==> src/rtl/if_stage.sv <==
// LoongArch instruction-fetch stage: pre-IF next-PC selection plus the IF stage on an SRAM-like port.
// Optional IF_ADEF_EN: misaligned fetch PCs raise ADEF instead of issuing a request.
module if_stage #(
    parameter logic [31:0] RESET_PC = 32'h1c00_0000
) (
    input  logic        clk,
    input  logic        reset,
    input  logic        ds_allowin,
    output logic        fs2ds_valid,
    output logic [63:0] fs2ds_bus,
    input  logic [32:0] br_zip,
    input  logic        wb_ex,
    input  logic [31:0] ex_entry,
    input  logic        ertn_flush,
    input  logic [31:0] era,
    output logic        fs_ex_adef,
    output logic        inst_sram_req,
    output logic        inst_sram_wr,
    output logic [1:0]  inst_sram_size,
    output logic [3:0]  inst_sram_wstrb,
    output logic [31:0] inst_sram_addr,
    output logic [31:0] inst_sram_wdata,
    input  logic        inst_sram_addr_ok,
    input  logic        inst_sram_data_ok,
    input  logic [31:0] inst_sram_rdata
);

    logic        br_taken;
    logic [31:0] br_target;
    logic        flush;
    logic [31:0] flush_pc;
    logic [31:0] nextpc;

    logic        fs_ready_go;
    logic        fs_allowin;
    logic        issue_ok;
    logic        hs;
    logic        accept;
    logic [31:0] inst;

    logic        adef_pc;
    logic        adef_q;
    logic        adef_stop_q;
    logic        adef_load;

    logic [31:0] pc_last_q, pc_last_d;
    logic        rd_valid_q, rd_valid_d;
    logic [31:0] rd_pc_q, rd_pc_d;
    logic        fs_valid_q, fs_valid_d;
    logic [31:0] fs_pc_q, fs_pc_d;
    logic [31:0] inst_buf_q, inst_buf_d;
    logic        buf_valid_q, buf_valid_d;
    logic        discard_q, discard_d;

    assign {br_taken, br_target} = br_zip;
    assign flush = wb_ex | ertn_flush | br_taken;

    always_comb begin
        flush_pc = br_target;
        if (wb_ex) begin
            flush_pc = ex_entry;
        end else if (ertn_flush) begin
            flush_pc = era;
        end
    end

    assign nextpc = flush      ? flush_pc :
                    rd_valid_q ? rd_pc_q  : pc_last_q + 32'd4;

    assign fs_ready_go = buf_valid_q | (inst_sram_data_ok & ~discard_q) | adef_q;
    assign fs_allowin  = ~fs_valid_q | (fs_ready_go & ds_allowin) | flush;
    // After an ADEF entry only a redirect may restart fetching.
    assign issue_ok    = ~reset & fs_allowin & ~discard_q & (~adef_stop_q | flush);
    assign adef_load   = issue_ok & adef_pc;
    assign hs          = inst_sram_req & inst_sram_addr_ok;
    assign accept      = hs | adef_load;

    assign inst_sram_req   = issue_ok & ~adef_pc;
    assign inst_sram_addr  = nextpc;
    assign inst_sram_wr    = 1'b0;
    assign inst_sram_size  = 2'b10;
    assign inst_sram_wstrb = 4'b0000;
    assign inst_sram_wdata = 32'd0;

    always_comb begin
        pc_last_d   = pc_last_q;
        rd_valid_d  = rd_valid_q;
        rd_pc_d     = rd_pc_q;
        fs_valid_d  = fs_valid_q;
        fs_pc_d     = fs_pc_q;
        inst_buf_d  = inst_buf_q;
        buf_valid_d = buf_valid_q;
        discard_d   = discard_q;

        if (accept) begin
            fs_valid_d  = 1'b1;
            fs_pc_d     = nextpc;
            pc_last_d   = nextpc;
            buf_valid_d = 1'b0;
            rd_valid_d  = 1'b0;
        end else begin
            if (flush) begin
                rd_valid_d = 1'b1;
                rd_pc_d    = flush_pc;
            end
            if (fs_valid_q & (flush | (fs_ready_go & ds_allowin))) begin
                fs_valid_d  = 1'b0;
                buf_valid_d = 1'b0;
            end else if (fs_valid_q & inst_sram_data_ok & ~discard_q & ~ds_allowin) begin
                inst_buf_d  = inst_sram_rdata;
                buf_valid_d = 1'b1;
            end
        end

        // Set wins: a stale response may drain in the same cycle a live one is cancelled.
        if (flush & fs_valid_q & ~fs_ready_go) begin
            discard_d = 1'b1;
        end else if (inst_sram_data_ok & discard_q) begin
            discard_d = 1'b0;
        end
    end

    always_ff @(posedge clk) begin
        if (reset) begin
            pc_last_q   <= RESET_PC - 32'd4;
            rd_valid_q  <= 1'b0;
            rd_pc_q     <= 32'd0;
            fs_valid_q  <= 1'b0;
            fs_pc_q     <= 32'd0;
            inst_buf_q  <= 32'd0;
            buf_valid_q <= 1'b0;
            discard_q   <= 1'b0;
        end else begin
            pc_last_q   <= pc_last_d;
            rd_valid_q  <= rd_valid_d;
            rd_pc_q     <= rd_pc_d;
            fs_valid_q  <= fs_valid_d;
            fs_pc_q     <= fs_pc_d;
            inst_buf_q  <= inst_buf_d;
            buf_valid_q <= buf_valid_d;
            discard_q   <= discard_d;
        end
    end

`ifdef IF_ADEF_EN
    assign adef_pc = |nextpc[1:0];

    always_ff @(posedge clk) begin
        if (reset) begin
            adef_q      <= 1'b0;
            adef_stop_q <= 1'b0;
        end else begin
            adef_q <= accept ? adef_load : (adef_q & fs_valid_d);
            if (adef_load) begin
                adef_stop_q <= 1'b1;
            end else if (flush) begin
                adef_stop_q <= 1'b0;
            end
        end
    end

    assign fs_ex_adef = fs_valid_q & adef_q;
`else
    assign adef_pc     = 1'b0;
    assign adef_q      = 1'b0;
    assign adef_stop_q = 1'b0;
    assign fs_ex_adef  = 1'b0;
`endif

    assign inst        = adef_q ? 32'd0 : (buf_valid_q ? inst_buf_q : inst_sram_rdata);
    assign fs2ds_valid = fs_valid_q & fs_ready_go & ~flush;
    assign fs2ds_bus   = fs2ds_valid ? {fs_pc_q, inst} : 64'd0;

endmodule

==> config.mk <==
export PLATFORM = sky130hd
export DESIGN_NAME = if_stage
export DESIGN_NICKNAME = d
export VERILOG_FILES = /design/src/rtl/if_stage.sv
export SDC_FILE = /design/constraint.sdc
export NUM_CORES = 1
export LEC_CHECK = 0
export BUFFER_PORTS_ARGS = -buffer_cell sky130_fd_sc_hd__buf_2
export CAP_MARGIN = 0
export CORE_ASPECT_RATIO = 1.4
export CORE_MARGIN = 2
export CORE_UTILIZATION = 30
export CTS_BUF_LIST = sky130_fd_sc_hd__clkbuf_16
export DETAILED_ROUTE_END_ITERATION = 8
export PLACE_DENSITY_LB_ADDON = 0.2
export SLEW_MARGIN = 5
export SYNTH_ARGS = -nofsm -noshare
export SYNTH_HDL_FRONTEND = slang
export SYNTH_SLANG_ARGS = --single-unit
==> constraint.sdc <==
create_clock -name clk -period 5.2 [get_ports clk]
set_clock_uncertainty 0.05 [all_clocks]
set_input_delay 1.56 -clock clk [delete_from_list [all_inputs] [get_ports clk]]
set_output_delay 1.56 -clock clk [all_outputs]
set_load 0.005 [all_outputs]
# Word-level counts from Yosys, hierarchy flattened
# Cells that the tools add are included.
# Widths: inputs -> output; s select.
word_totals:
  in_bits: 136
  memories: 0
  register_bits: 132
  latchBits: 0
  wordCells: 53
  romBits: 0
  ram_bits: 0
  out_inout_bits: 138
classes:
  muxes: 10
  n_bitwise: 28
  addsub: 1
  div_mod_pow: 0
  mul: 0
  n_eq_ne: 0
  magnitude_cmp: 0
  reduce_logical: 6
  shifts: 0
op_table:
  columns: ["cell", "n"]
  rows:
  - ["$mux 32", 5]
  - ["$mux 64", 1]
  - ["$add 32x3->32 const B", 1]
  - ["$and 1x1->1", 14]
  - ["$not 1->1", 8]
  - ["$or 1x1->1", 6]
  - ["$mux 1", 4]
  - ["$reduce_bool 2->1", 2]
  - ["$reduce_and 3->1", 1]
  - ["$reduce_or 3->1", 1]
  - ["$reduce_and 2->1", 1]
  - ["$reduce_or 2->1", 1]

# Depth between registers and ports, before layout
depth:
  ltp_word: 11
  ltp_mapped: 8
  ltp_nobuf: 6

# Least setup slack after synthesis
# No wires, ideal clock.
synth_path:
  path_kind: "input to output"
  from: "input port ertn_flush"
  to: "output port inst_sram_addr[18]"
  path_buffers: 2
  t_arrival_ns: 3.152
  path_slack_ns: 0.438
  stages: 6
  path_cell_list: "clkbuf_1 clkbuf_1 mux2_2 mux2i_1 a21oi_1 or3_1"
synth_via:
  elab_chain_cells: 3
synth_lines:
  columns: ["element", "line", "rtl"]
  rows:
  - ["start: declaration", "14", "input logic ertn_flush,"]
  - ["$mux 32 / $or 1x1->1 (equally long branches)", "62, 56", null]
  - ["$mux 32 / $or 1x1->1 (equally long branches)", "60, 56", null]
  - ["$mux 32 *", "67", "assign nextpc = flush ? flush_pc :"]
  - ["end: declaration", "21", "output logic [31:0] inst_sram_addr,"]
# Every way passes the cells marked *; elsewhere a longest branch is shown, timed or not.

# Worst setup path in the final report
layout_path:
  from: "input port ertn_flush"
  to: "output port inst_sram_addr[7]"
# Same word-level chain as after synthesis.

==> flow_metrics.env <==
export IMPL_arrival_ps=3380
export IMPL_ir_worst_vdd_uv=221
export IMPL_clockRootBuffer="clkbuf_16"
export IMPL_fin_nets=1340
export IMPL_max_freq_mhz=200
export IMPL_cts_sinks=126
export IMPL_tns_ps=0
export IMPL_final_cells=1535
export IMPL_syn_cell_area_um2=7520
export IMPL_report_final_slew_viol_count=0
export IMPL_critPathMaxStageDelay_ps=430
export IMPL_cts_buffer_depth=2
export IMPL_finalCritPeriodShare_pct=96.0
export IMPL_gr_total_overflow=0
export IMPL_first_pass_iters=5
export IMPL_synth_area_per_cell_um2=7.52
export IMPL_place_inst=1499
export IMPL_path_class="in2out"
export IMPL_whs_ps=396
export IMPL_num_rows=68
export IMPL_gp_congestion=0.879
export IMPL_clk_latency_ps=430
export IMPL_p_comb_share_pct=18.4
export IMPL_power_internal_mw=2.00
export IMPL_vias=7680
export IMPL_synth_edff_count=0
export IMPL_hold_viol_final=0
export IMPL_drcViolationCount=0
export IMPL_clk_pin_slew_ps=50
export IMPL_port_buffers=233
export IMPL_seqPwrFrac_pct=38.6
export IMPL_grt_pass1_wl_um=40100
export IMPL_dieArea_um2=26400
export IMPL_rsz0062_at_grt="false"
export IMPL_cp_max_fo=15
export IMPL_setup_viol=0
export IMPL_synth_top_area_share_pct=33.6
export IMPL_dpl_hpwl_um=19400
export IMPL_power_density_nw_per_um2=301
export IMPL_ys_flop_type="dfxtp_1"
export IMPL_ys_ff_latch=126
export IMPL_swShare_pct=30.0
export IMPL_ys_seq_area_share_pct=33.6
export IMPL_ant_nets=0
export IMPL_utilization_pct=38.5
export IMPL_clock_power_share_pct=43.0
export IMPL_crit_chain="buf_2, buf_4, mux2i_1, o21ai_0, a21oi_1, o21ai_0, buf_2"
export IMPL_grt_pass1_vias=7308
export IMPL_p_sw_uw=860
export IMPL_yosys_top_cells_area="dfxtp_1 34%, mux2i_1 8.4%, a21oi_1 6.9%, nand2_1 6.4%, nor2_1 5.5%"
export IMPL_drive_gt1_share_pct=27.5
export IMPL_power_leakage_nw=4.19
export IMPL_cts_tree="built"
export IMPL_track_usage_pct=20.0
export IMPL_drv_cap=0
export IMPL_synthDistinctLibCells=62
export IMPL_slew_headroom_pct=34.5
export IMPL_cts_resized=0
export IMPL_wl_um=26300
export IMPL_ioPinCount=274
export IMPL_yosysTopAreaCell="dfxtp_1"
export IMPL_via_per_inst=5.00
export IMPL_drt_iter0_markers=370
export IMPL_cp_required_ps=3590
export IMPL_post_cts_buffers=0
export IMPL_area_growth_pct=26.5
export IMPL_setup_slack_ps=207
export IMPL_final_min_clock_period_ps=4990
export IMPL_synthCells=999
export IMPL_cts_hold_buffers=0
export IMPL_antenna_found_initial=8
export IMPL_wl_per_cell_um=17.1
export IMPL_yosys_warnings=0
export IMPL_numCtsBuffers=17
export IMPL_power_total_mw=2.86
export IMPL_cp_slowest_cell="a21oi_1"
export IMPL_placed_area_um2=8900
export IMPL_coreArea_um2=24700
export IMPL_async_flop_share_pct=0
export IMPL_start_util_pct=30.5
export IMPL_htree_levels=4
export IMPL_status="completed"
export IMPL_grt_max_degree=67
export IMPL_dp_slack_ps=240
export IMPL_worstSetupEndpointType="primary output"
export IMPL_die_x_um=138
export IMPL_worstMarginPinSlew_ps=980
export IMPL_start_kind="primary input"
export IMPL_fin_area_um2=9510
export IMPL_die_h_um=191
export IMPL_hold_class="reg2reg"
==> critical path, delay by kind of cell <==
| family | cells | cell delay [ps] |
|---|---|---|
| buffers and inverters | 3 | 650 |
| AOI/OAI and AO/OA | 3 | 960 |
| muxes | 1 | 200 |
==> layer usage <==
| layer | track usage, % | part of all wire (%) | vias to the layer above |
|---|---|---|---|
| met3 | 5.86 | 5.9 | 49 |
| li1 | - | - | 3803 |
| met5 | 0 | 0.16 | - |
| met2 | 34.8 | 50 | 233 |
| met1 | 22.6 | 40 | 3587 |
| met4 | 8.36 | 3.6 | 8 |
==> state kept, by name, summed over array words and instances (netlist names) <==
name / cells
buf_valid_q: 1
discard_q: 1
fs_pc_q: 26
fs_valid_q: 1
inst_buf_q: 32
pc_last_q: 32
rd_pc_q: 32
rd_valid_q: 1
==> power by group through the flow <==
stage	registers, mW	logic (mW)	clock network (mW)
floorplan	1.10	0.356	0
global placement	1.12	0.525	0
detailed placement	1.12	0.528	0
CTS	1.10	0.531	1.26
global route	1.11	0.593	1.30
finish	1.10	0.528	1.23
==> kinds of logic (layout without fill, tap and decap cells) <==
family	after synthesis	in the layout	share of synthesized area, %
AO/OA/AOI/OAI	243	243	19.1
XOR/XNOR	6	6	0.699
adder cells (fa/ha/maj)	1	1	0.166
buffers and inverters	140	319	9.05
flip-flops	126	126	33.6
multiplexers	86	86	11.8
other	2	44	0.0999
AND/OR/NAND/NOR	395	395	25.5
==> cell type report <==
cell class,count,area (um^2)
Multi-Input combinational cell,771,4480
Clock buffer,17,425
Sequential cell,126,2520
Tap cell,315,394
Clock inverter,15,171
Timing Repair Buffer,264,1410
Antenna cell,4,10.0
Inverter,23,86.3
Fill cell,2654,15200
==> worst paths after layout <==
kind / end / slack (ps) / from / cells after the start
worst min-delay path: fs_pc_q[12] / 400 / fs_pc_q[12] / 1
worst max register to register: pc_last_q[16] / 2410 / pc_last_q[2] / 7
worst min register to register: fs_pc_q[12] / 400 / fs_pc_q[12] / 1
worst max-delay path: inst_sram_addr[7] / 210 / ertn_flush / 7
==> placed cells by master (no fill, tap or decap), types with 9 or more instances in the layout <==
cell type  Yosys  layout
inv_1         23      23
conb_1         2      40
o21ai_0       68      67
a21oi_1      103     103
nand3_1       17      17
nor3_1        22      21
o21a_1         9       9
nand2b_1      10      10
nand3b_1      16      16
mux2_2        23      23
mux2i_1       63      63
dfxtp_1      126     124
buf_4         40      31
and2_1        29      29
nand2_1      129     128
clkbuf_16      0      17
nor4_1         9       9
o211ai_1       9       9
buf_2          4     232
a211oi_1       9       9
nor2_1       111     111
==> cells in the mapped netlist, drive strengths merged, types with 10 or more instances <==
library cell / instances
inv: 23
and2: 29
dfxtp: 126
mux2: 23
nand3b: 16
nor3: 22
nand2b: 10
nor2: 111
a21oi: 103
mux2i: 63
nand3: 18
o21ai: 68
clkbuf: 65
buf: 52
nand2: 129
Note: power is estimated with default switching activity, not from simulation.
